[src/rtl/hilo_md_ctrl.sv]
// Sequencer for the shared multiply/divide unit: issues one op at a time, stalls the pipeline,
// and returns a one-cycle HI/LO result pulse.
module hilo_md_ctrl #(
    parameter int unsigned MUL_LAT  = 2,
    parameter bit          DIV_ZERO = 1'b1
) (
    input  logic        clk,
    input  logic        resetn,
    input  logic        flush,
    input  logic        op_valid,
    input  logic        op_mul,
    input  logic        op_div,
    input  logic        op_signed,
    input  logic [31:0] src_a,
    input  logic [31:0] src_b,
    output logic        mul_signed,
    output logic [31:0] mul_ina,
    output logic [31:0] mul_inb,
    input  logic [63:0] mul_result,
    output logic        div_start,
    output logic        div_annul,
    output logic        div_signed,
    output logic [31:0] div_op1,
    output logic [31:0] div_op2,
    input  logic [63:0] div_result,
    input  logic        div_ready,
    output logic        stall_req,
    output logic        res_valid,
    output logic [31:0] res_hi,
    output logic [31:0] res_lo,
    output logic        busy
);

    localparam int unsigned CNT_W = (MUL_LAT > 1) ? $clog2(MUL_LAT) : 1;

    typedef enum logic [1:0] {IDLE, MUL_WAIT, DIV_BUSY, DONE} state_t;

    state_t             state, state_nxt;
    logic [CNT_W-1:0]   cnt, cnt_nxt;
    logic [31:0]        opa, opb;
    logic               ops;
    logic               load;
    logic [31:0]        hi_q, lo_q, hi_nxt, lo_nxt;

    // State, counter, operand and result registers
    always_ff @(posedge clk or negedge resetn) begin
        if (!resetn) begin
            state <= IDLE;
            cnt   <= '0;
            opa   <= '0;
            opb   <= '0;
            ops   <= 1'b0;
            hi_q  <= '0;
            lo_q  <= '0;
        end else begin
            state <= state_nxt;
            cnt   <= cnt_nxt;
            hi_q  <= hi_nxt;
            lo_q  <= lo_nxt;
            if (load) begin
                opa <= src_a;
                opb <= src_b;
                ops <= op_signed;
            end
        end
    end

    // Next-state, result capture and combinational handshake outputs
    always_comb begin
        state_nxt = state;
        cnt_nxt   = cnt;
        hi_nxt    = hi_q;
        lo_nxt    = lo_q;
        load      = 1'b0;
        stall_req = 1'b0;
        div_start = 1'b0;
        div_annul = 1'b0;
        res_valid = 1'b0;
        case (state)
            IDLE: begin
                if (op_valid && !flush && (op_mul || op_div)) begin
                    stall_req = 1'b1;
                    load      = 1'b1;
                    if (op_mul) begin
                        state_nxt = MUL_WAIT;
                        cnt_nxt   = CNT_W'(MUL_LAT - 1);
                    end else if (DIV_ZERO && (src_b == 32'd0)) begin
                        state_nxt = DONE;
                        hi_nxt    = '0;
                        lo_nxt    = '0;
                    end else begin
                        state_nxt = DIV_BUSY;
                    end
                end
            end
            MUL_WAIT: begin
                if (flush) begin
                    state_nxt = IDLE;
                end else begin
                    stall_req = 1'b1;
                    if (cnt != '0) begin
                        cnt_nxt = cnt - 1'b1;
                    end else begin
                        hi_nxt    = mul_result[63:32];
                        lo_nxt    = mul_result[31:0];
                        state_nxt = DONE;
                    end
                end
            end
            DIV_BUSY: begin
                if (flush) begin
                    div_annul = 1'b1;
                    state_nxt = IDLE;
                end else begin
                    stall_req = 1'b1;
                    div_start = !div_ready;
                    if (div_ready) begin
                        hi_nxt    = div_result[63:32];
                        lo_nxt    = div_result[31:0];
                        state_nxt = DONE;
                    end
                end
            end
            DONE: begin
                res_valid = !flush;
                state_nxt = IDLE;
            end
            default: state_nxt = IDLE;
        endcase
        // Combinational outputs stay quiet while reset is asserted
        if (!resetn) begin
            stall_req = 1'b0;
            div_start = 1'b0;
            div_annul = 1'b0;
            res_valid = 1'b0;
        end
    end

    assign mul_signed = ops;
    assign mul_ina    = opa;
    assign mul_inb    = opb;
    assign div_signed = ops;
    assign div_op1    = opa;
    assign div_op2    = opb;
    assign res_hi     = hi_q;
    assign res_lo     = lo_q;
    assign busy       = (state != IDLE);

endmodule

[config.mk]
export PLATFORM = sky130hd
export DESIGN_NAME = hilo_md_ctrl
export DESIGN_NICKNAME = d
export VERILOG_FILES = /design/src/rtl/hilo_md_ctrl.sv
export SDC_FILE = /design/constraint.sdc
export NUM_CORES = 1
export LEC_CHECK = 0
export BUFFER_PORTS_ARGS = -buffer_cell sky130_fd_sc_hd__buf_2
export CAP_MARGIN = 10
export CELL_PAD_IN_SITES_DETAIL_PLACEMENT = 1
export CELL_PAD_IN_SITES_GLOBAL_PLACEMENT = 2
export CORE_MARGIN = 2
export CORE_UTILIZATION = 26
export DETAILED_ROUTE_END_ITERATION = 8
export PLACE_DENSITY_LB_ADDON = 0.1
export SYNTH_ARGS = -nofsm -noshare
export SYNTH_HDL_FRONTEND = slang
export SYNTH_SLANG_ARGS = --single-unit
[constraint.sdc]
create_clock -name clk -period 3.4 [get_ports clk]
set_clock_uncertainty 0.1 [all_clocks]
set_input_delay 0.17 -clock clk [delete_from_list [all_inputs] [get_ports clk]]
set_output_delay 0.17 -clock clk [all_outputs]
set_load 0.01 [all_outputs]
Word level (Yosys, flattened, before mapping)
Index checks and enable logic that the tools add are counted.
W data, S select, Z words.
{"block": "word_totals", "mem_count": 0, "latchBits": 0, "rom_bits": 0, "reg_bits": 132, "wordCells": 74, "out_inout_bits": 199, "ramBits": 0}
{"block": "classes", "div": 0, "add_sub_neg": 1, "mul": 0, "magnitude_cmp": 0, "n_bitwise": 0, "shift": 0, "eq_ne": 13, "mux": 39, "reduce_logical": 14}
{"operator": "$mux W32", "count": 11}
{"operator": "$pmux W32 S3", "count": 2}
{"operator": "$logic_not A32 Y1", "count": 1}
{"operator": "$mux W1", "count": 17}
{"operator": "$ne A2 B2 Y1 const B", "count": 8}
{"operator": "$mux W2", "count": 6}
{"operator": "$pmux W2 S4", "count": 1}
{"operator": "$reduce_and A8 Y1", "count": 1}
{"operator": "$ne A3 B3 Y1 const B", "count": 2}
{"operator": "$eq A2 B2 Y1 const B", "count": 2}
{"operator": "$pmux W1 S2", "count": 2}
{"operator": "$reduce_and A4 Y1", "count": 1}
{"operator": "$reduce_bool A2 Y1", "count": 2}
{"operator": "$reduce_and A3 Y1", "count": 1}
{"operator": "$reduce_bool A3 Y1", "count": 1}
{"operator": "$eq A2 B1 Y1 const B", "count": 1}
{"operator": "$logic_and A1 B1 Y1", "count": 2}
{"operator": "$logic_not A1 Y1", "count": 2}
{"operator": "$logic_not A2 Y1", "count": 1}
{"operator": "$reduce_or A2 Y1", "count": 1}
{"operator": "$logic_or A1 B1 Y1", "count": 1}
{"operator": "$sub A1 B1 Y1 const B", "count": 1}

Logic depth before layout (Yosys ltp)
{"block": "depth", "depth_word": 6, "depth_mapped": 9}

Worst setup path before layout
No wires, ideal clock.
{"block": "synth_timing", "kind": "register -> register", "startpoint": "register state[0]", "endpoint": "register hi_q[12], in the netlist res_hi[12]", "required_time_ns": 3.224, "arrival_ns": 1.692, "path_stages_with_launch": 9, "slack_ns": 1.531, "path_cell_list": "dfrtp_1 -> inv_1 -> ha_1 -> a221oi_1 -> o211ai_1 -> or2_1 -> buf_6 -> buf_6 -> o21ai_1"}
{"block": "synth_between", "elab_chain_cells": 3}
{"element": "start, declared", "line_no": "38", "rtl": "state_t state, state_nxt;"}
{"element": "start signal, assigned", "line_no": "56", "rtl": "state <= state_nxt;"}
{"element": "$eq A2 B1 Y1, or another cell as far along", "line_no": "79", "rtl": "case (state)"}
{"element": "$ne A2 B2 Y1 (no source line) or $reduce_bool A3 Y1 (tied branches)"}
{"element": "$reduce_and A8 Y1 (no source line)"}
{"element": "end signal, assigned", "line_no": "58", "rtl": "hi_q <= hi_nxt;"}
{"element": "end, declared", "line_no": "43", "rtl": "logic [31:0] hi_q, lo_q, hi_nxt, lo_nxt;"}
Parallel ways exist; a longest one is shown, timed or not.
A chain may end at the register's enable or synchronous reset.

Worst setup path after layout
{"block": "layout_timing", "startpoint": "register state[0]", "endpoint": "output port stall_req"}
{"block": "layout_between", "elab_chain_cells": 4}
{"element": "$eq A2 B2 Y1 or $eq A2 B1 Y1 (tied branches)", "line_no": "79"}
{"element": "$reduce_or A2 Y1 (no source line)"}
{"element": "$pmux W1 S2 (*)", "line_no": "79"}
{"element": "$mux W1 (*)", "line_no": "131", "rtl": "if (!resetn) begin"}
{"element": "end, declared", "line_no": "27", "rtl": "output logic stall_req,"}
Every way passes the cells marked *; elsewhere a longest branch is shown, timed or not.

==> reports/results.tsv <==
stage	metric	value	unit
outcome	outcome	finished, final reports clean	
cts	h-tree-depth	4	
yosys	synth_cell_types	30	
route	vias_per_cell	4.61	
cts	clockRootBuffer	sky130_fd_sc_hd__clkbuf_16	
floorplanning	die_outline_width	163	microns
placed_design	placed_area	8350	sq um
yosys	synth-seq-area-share	50.3	%
setup_path	cp.buffers_inverters	2	
cts	tritoncts	done	
floorplanning	die-area	26500	sq um
setup_path	timing.critical_path.from_type	flop	
timing	final.setup.tns	0	ns
timing	finalHoldViolations	0	
global_routing	globalRoute.totalOverflow	0	
timing	period_minus_slack	2.47	ns
setup_path	path_depth	5	
global_routing	grt_pass1_vias	6669	
route	drt.antenna.violating_nets	0	
placed_design	place_congestion	0.749	
cts	clk_pin_slew	0.06	ns
timing	timing.final.max_slew_violations	0	
finish	flow.area_growth_from_synthesis	47.1	%
placed_design	port_buffers	398	
pwr	p_leak	4.86	nW
cts	clock_sink_count	132	
cts	number_of_clock_buffers_inserted_by_tritoncts	17	
cts	clock_tree.buffer_depth	2	
floorplanning	initial_utilization	26.3	%
finish	layout.nets	1204	
setup_path	critical-path-max-stage-delay	0.44	ns
floorplanning	rows	58	
yosys	synth_cell_area	6570	sq um
cts	post_cts_hold_buffer_count	66	
route	route.vias.total	6183	
hold_path	hold_path_startpoint	div_result[9]	
setup_path	worst-setup-path-type	flop to output port	
timing	tightestPinTransition	0.774	ns
route	post_drt_wl_per_cell	18.0	microns
cts	postCtsResizedCells	0	
floorplanning	core	25000	sq um
yosys	mappedNetlistNets	824	
timing	timing.slew.headroom	48.4	%
setup_path	worst_r2r_path_depth	7	
timing	maxClockFrequency	0.405	GHz
route	route.final.wire_length	24100	microns
hold_path	worstHoldPathCells	4	
yosys	asyncSetResetFlopFracSynth	100	%
timing	setup_repair_after_global_routing_missed_its_margin	no	
route	drtIter0Drc	180	
route	post-route-drc-count	0	
pwr	powerDensity	888	nW/um^2
setup_path	critical_path.slowest_cell	sky130_fd_sc_hd__nand2_2	
setup_path	cp_data_required_time	3.13	ns
setup_path	worstSetupEndpointType	output port	
timing	layout_worst_path_cycle_share	72.5	%
setup_path	startpoint	state[0]$_DFFE_PN0P_	
finish	final_cell_area	9660	sq um
pwr	irDropWorstVdd	0.439	mV
setup_path	worst_r2r_startpoint	state[0]$_DFFE_PN0P_	
yosys	synthesis.yosys.warnings	0	
global_routing	grt_start_max_net_pins	81	
yosys	synthCells	618	
hold_path	hold_class	input port to flop	
finish	antennaDiodeCount	0	
yosys	postSynthAreaPerCell	10.6	sq um
floorplanning	design.portCount	399	
cts	cts_setup_buffers	0	
yosys	synth_top_flop_cell	sky130_fd_sc_hd__dfrtp_1	
flow_run	max_cap_viol_count	0	
yosys	synth-seq-cells	132	
setup_path	cell_chain_critical_path	inv_1, ha_2, nand2_2, a21oi_1, buf_2	
global_routing	grt_pass1_wl	36400	microns
yosys	number_of_enable_type_register_cells_in_the_synthesized_netlist	0	
global_routing	grt_antenna_before_repair	3	
floorplanning	die_h	163	microns
placed_design	dp_hpwl	17700	microns
setup_path	cp_data_arrival_time	2.20	ns
setup_path	cp_max_fo	28	
cts	clock_insertion_delay_worst_skew	0.41	ns
timing	report.final.setup_viol	0	
route	firstDrtPassIters	6	
finish	drive_above_1_share	50.9	%
setup_path	critical_path.top_delay_family	simple AND/OR/NAND/NOR gates	
global_routing	global_route.usage.total	17.8	%
worst paths after layout:
check	end	slack [ns]
setup / recovery	stall_req	0.93
hold / removal	res_lo[9]$_DFFE_PN0P_	0.02
setup reg to reg	res_lo[0]$_DFFE_PN0P_	1.04
hold reg to reg	res_hi[4]$_DFFE_PN0P_	0.41
max in group asynchronous	div_op1[19]$_DFFE_PN0P_	1.93
min in group asynchronous	res_lo[8]$_DFFE_PN0P_	0.28
layout by cell type, fill, tap and decap left out, types with 2 or more instances in the layout:
cell type | netlist | routed
sky130_fd_sc_hd__clkinv_4 | 0 | 3
sky130_fd_sc_hd__buf_12 | 0 | 2
sky130_fd_sc_hd__nand2_1 | 66 | 65
sky130_fd_sc_hd__clkbuf_16 | 0 | 17
sky130_fd_sc_hd__o21ai_0 | 70 | 70
sky130_fd_sc_hd__inv_6 | 0 | 3
sky130_fd_sc_hd__a22o_1 | 64 | 64
sky130_fd_sc_hd__bufinv_16 | 0 | 3
sky130_fd_sc_hd__ha_1 | 6 | 3
sky130_fd_sc_hd__nor2_1 | 2 | 2
sky130_fd_sc_hd__nor4_1 | 8 | 8
sky130_fd_sc_hd__and3b_1 | 2 | 2
sky130_fd_sc_hd__dfrtp_1 | 132 | 132
sky130_fd_sc_hd__clkbuf_8 | 0 | 2
sky130_fd_sc_hd__and4_1 | 2 | 2
sky130_fd_sc_hd__dlygate4sd3_1 | 0 | 66
sky130_fd_sc_hd__mux2_2 | 66 | 66
sky130_fd_sc_hd__a21oi_1 | 6 | 5
sky130_fd_sc_hd__inv_1 | 6 | 6
sky130_fd_sc_hd__buf_2 | 10 | 397
sky130_fd_sc_hd__ha_2 | 0 | 3
sky130_fd_sc_hd__clkinvlp_4 | 0 | 4
sky130_fd_sc_hd__nand2b_1 | 2 | 2
sky130_fd_sc_hd__buf_4 | 65 | 10
sky130_fd_sc_hd__o21ai_1 | 60 | 60
cells in the mapped netlist (7+ instances only):
master	number	area share [%]
sky130_fd_sc_hd__dfrtp_1	132	50
sky130_fd_sc_hd__mux2_2	66	11
sky130_fd_sc_hd__buf_4	65	7.4
sky130_fd_sc_hd__buf_6	7	1.2
sky130_fd_sc_hd__nand2_1	66	3.8
sky130_fd_sc_hd__nor4_1	8	0.76
sky130_fd_sc_hd__a22o_1	64	8.5
sky130_fd_sc_hd__o21ai_0	70	5.3
sky130_fd_sc_hd__buf_2	10	0.76
sky130_fd_sc_hd__o21ai_1	60	4.6
sky130_fd_sc_hd__clkbuf_1	31	1.8
where the power goes:
| part | internal [W] | leakage [nW] | switching [W] |
|---|---|---|---|
| combinational | 0.00168 | 2.88 | 0.00244 |
| clock | 0.00120 | 0.293 | 0.000731 |
| sequential | 0.00213 | 1.68 | 0.000394 |
| total | 0.00501 | 4.86 | 0.00357 |
flip-flops by register name (all words and copies together) (netlist names):
| signal | count |
|---|---|
| div_op2 | 32 |
| div_signed | 1 |
| res_hi | 32 |
| div_op1 | 32 |
| cnt | 1 |
| state | 2 |
| res_lo | 32 |
per-layer routing:
layer | GRT usage (%) | share of wire, % | vias to the layer above
li1 | - | - | 2893
met1 | 19.1 | 38 | 2997
met2 | 33.1 | 53 | 251
met3 | 5.30 | 7.4 | 36
met4 | 6.40 | 2.4 | 6
met5 | 0 | 0.19 | -
final cells by class:
type,count,area [sq um]
repair buffers,476,2770
clock buffers,19,453
flip-flops and latches,132,3300
inverters,6,22.5
fillers,2910,15300
multi-input cells,365,2520
well taps,330,413
clock inverters,13,173
logic make-up after synthesis:
| family | count (synthesis) | synth area share, % |
|---|---|---|
| flip-flops | 132 | 50.3 |
| AO/OA/AOI/OAI | 205 | 19.5 |
| buffers and inverters | 121 | 11.6 |
| AND/OR/NAND/NOR | 87 | 5.93 |
| adder cells (fa/ha/maj) | 6 | 1.14 |
| multiplexers | 67 | 11.5 |
worst register-to-register path: cells and delay by family (launching register included):
| family | cells | cell delay [ns] |
|---|---|---|
| AOI/OAI and AO/OA | 3 | 0.71 |
| and+or+nand+nor | 1 | 0.46 |
| DFF | 1 | 0.40 |
| buffers and inverters | 2 | 0.37 |
| adders and majority gates | 1 | 0.25 |
through the flow:
stage	worst slack (ns)	instances	hold WS, ns	util (%)	total power (W)
global placement	0.781	1242	0.171	33.5	0.00657
detailed placement	0.551	1242	0.181	33.5	0.00667
global route	0.740	1341	0.0267	38.7	0.00922
finish	0.934	1341	0.0209	38.7	0.00858
CTS	0.587	1340	0.00426	38.6	0.00871
floorplan	1.53	618	-0.226	-	0.00545
Note: power is estimated with default switching activity, not from simulation.
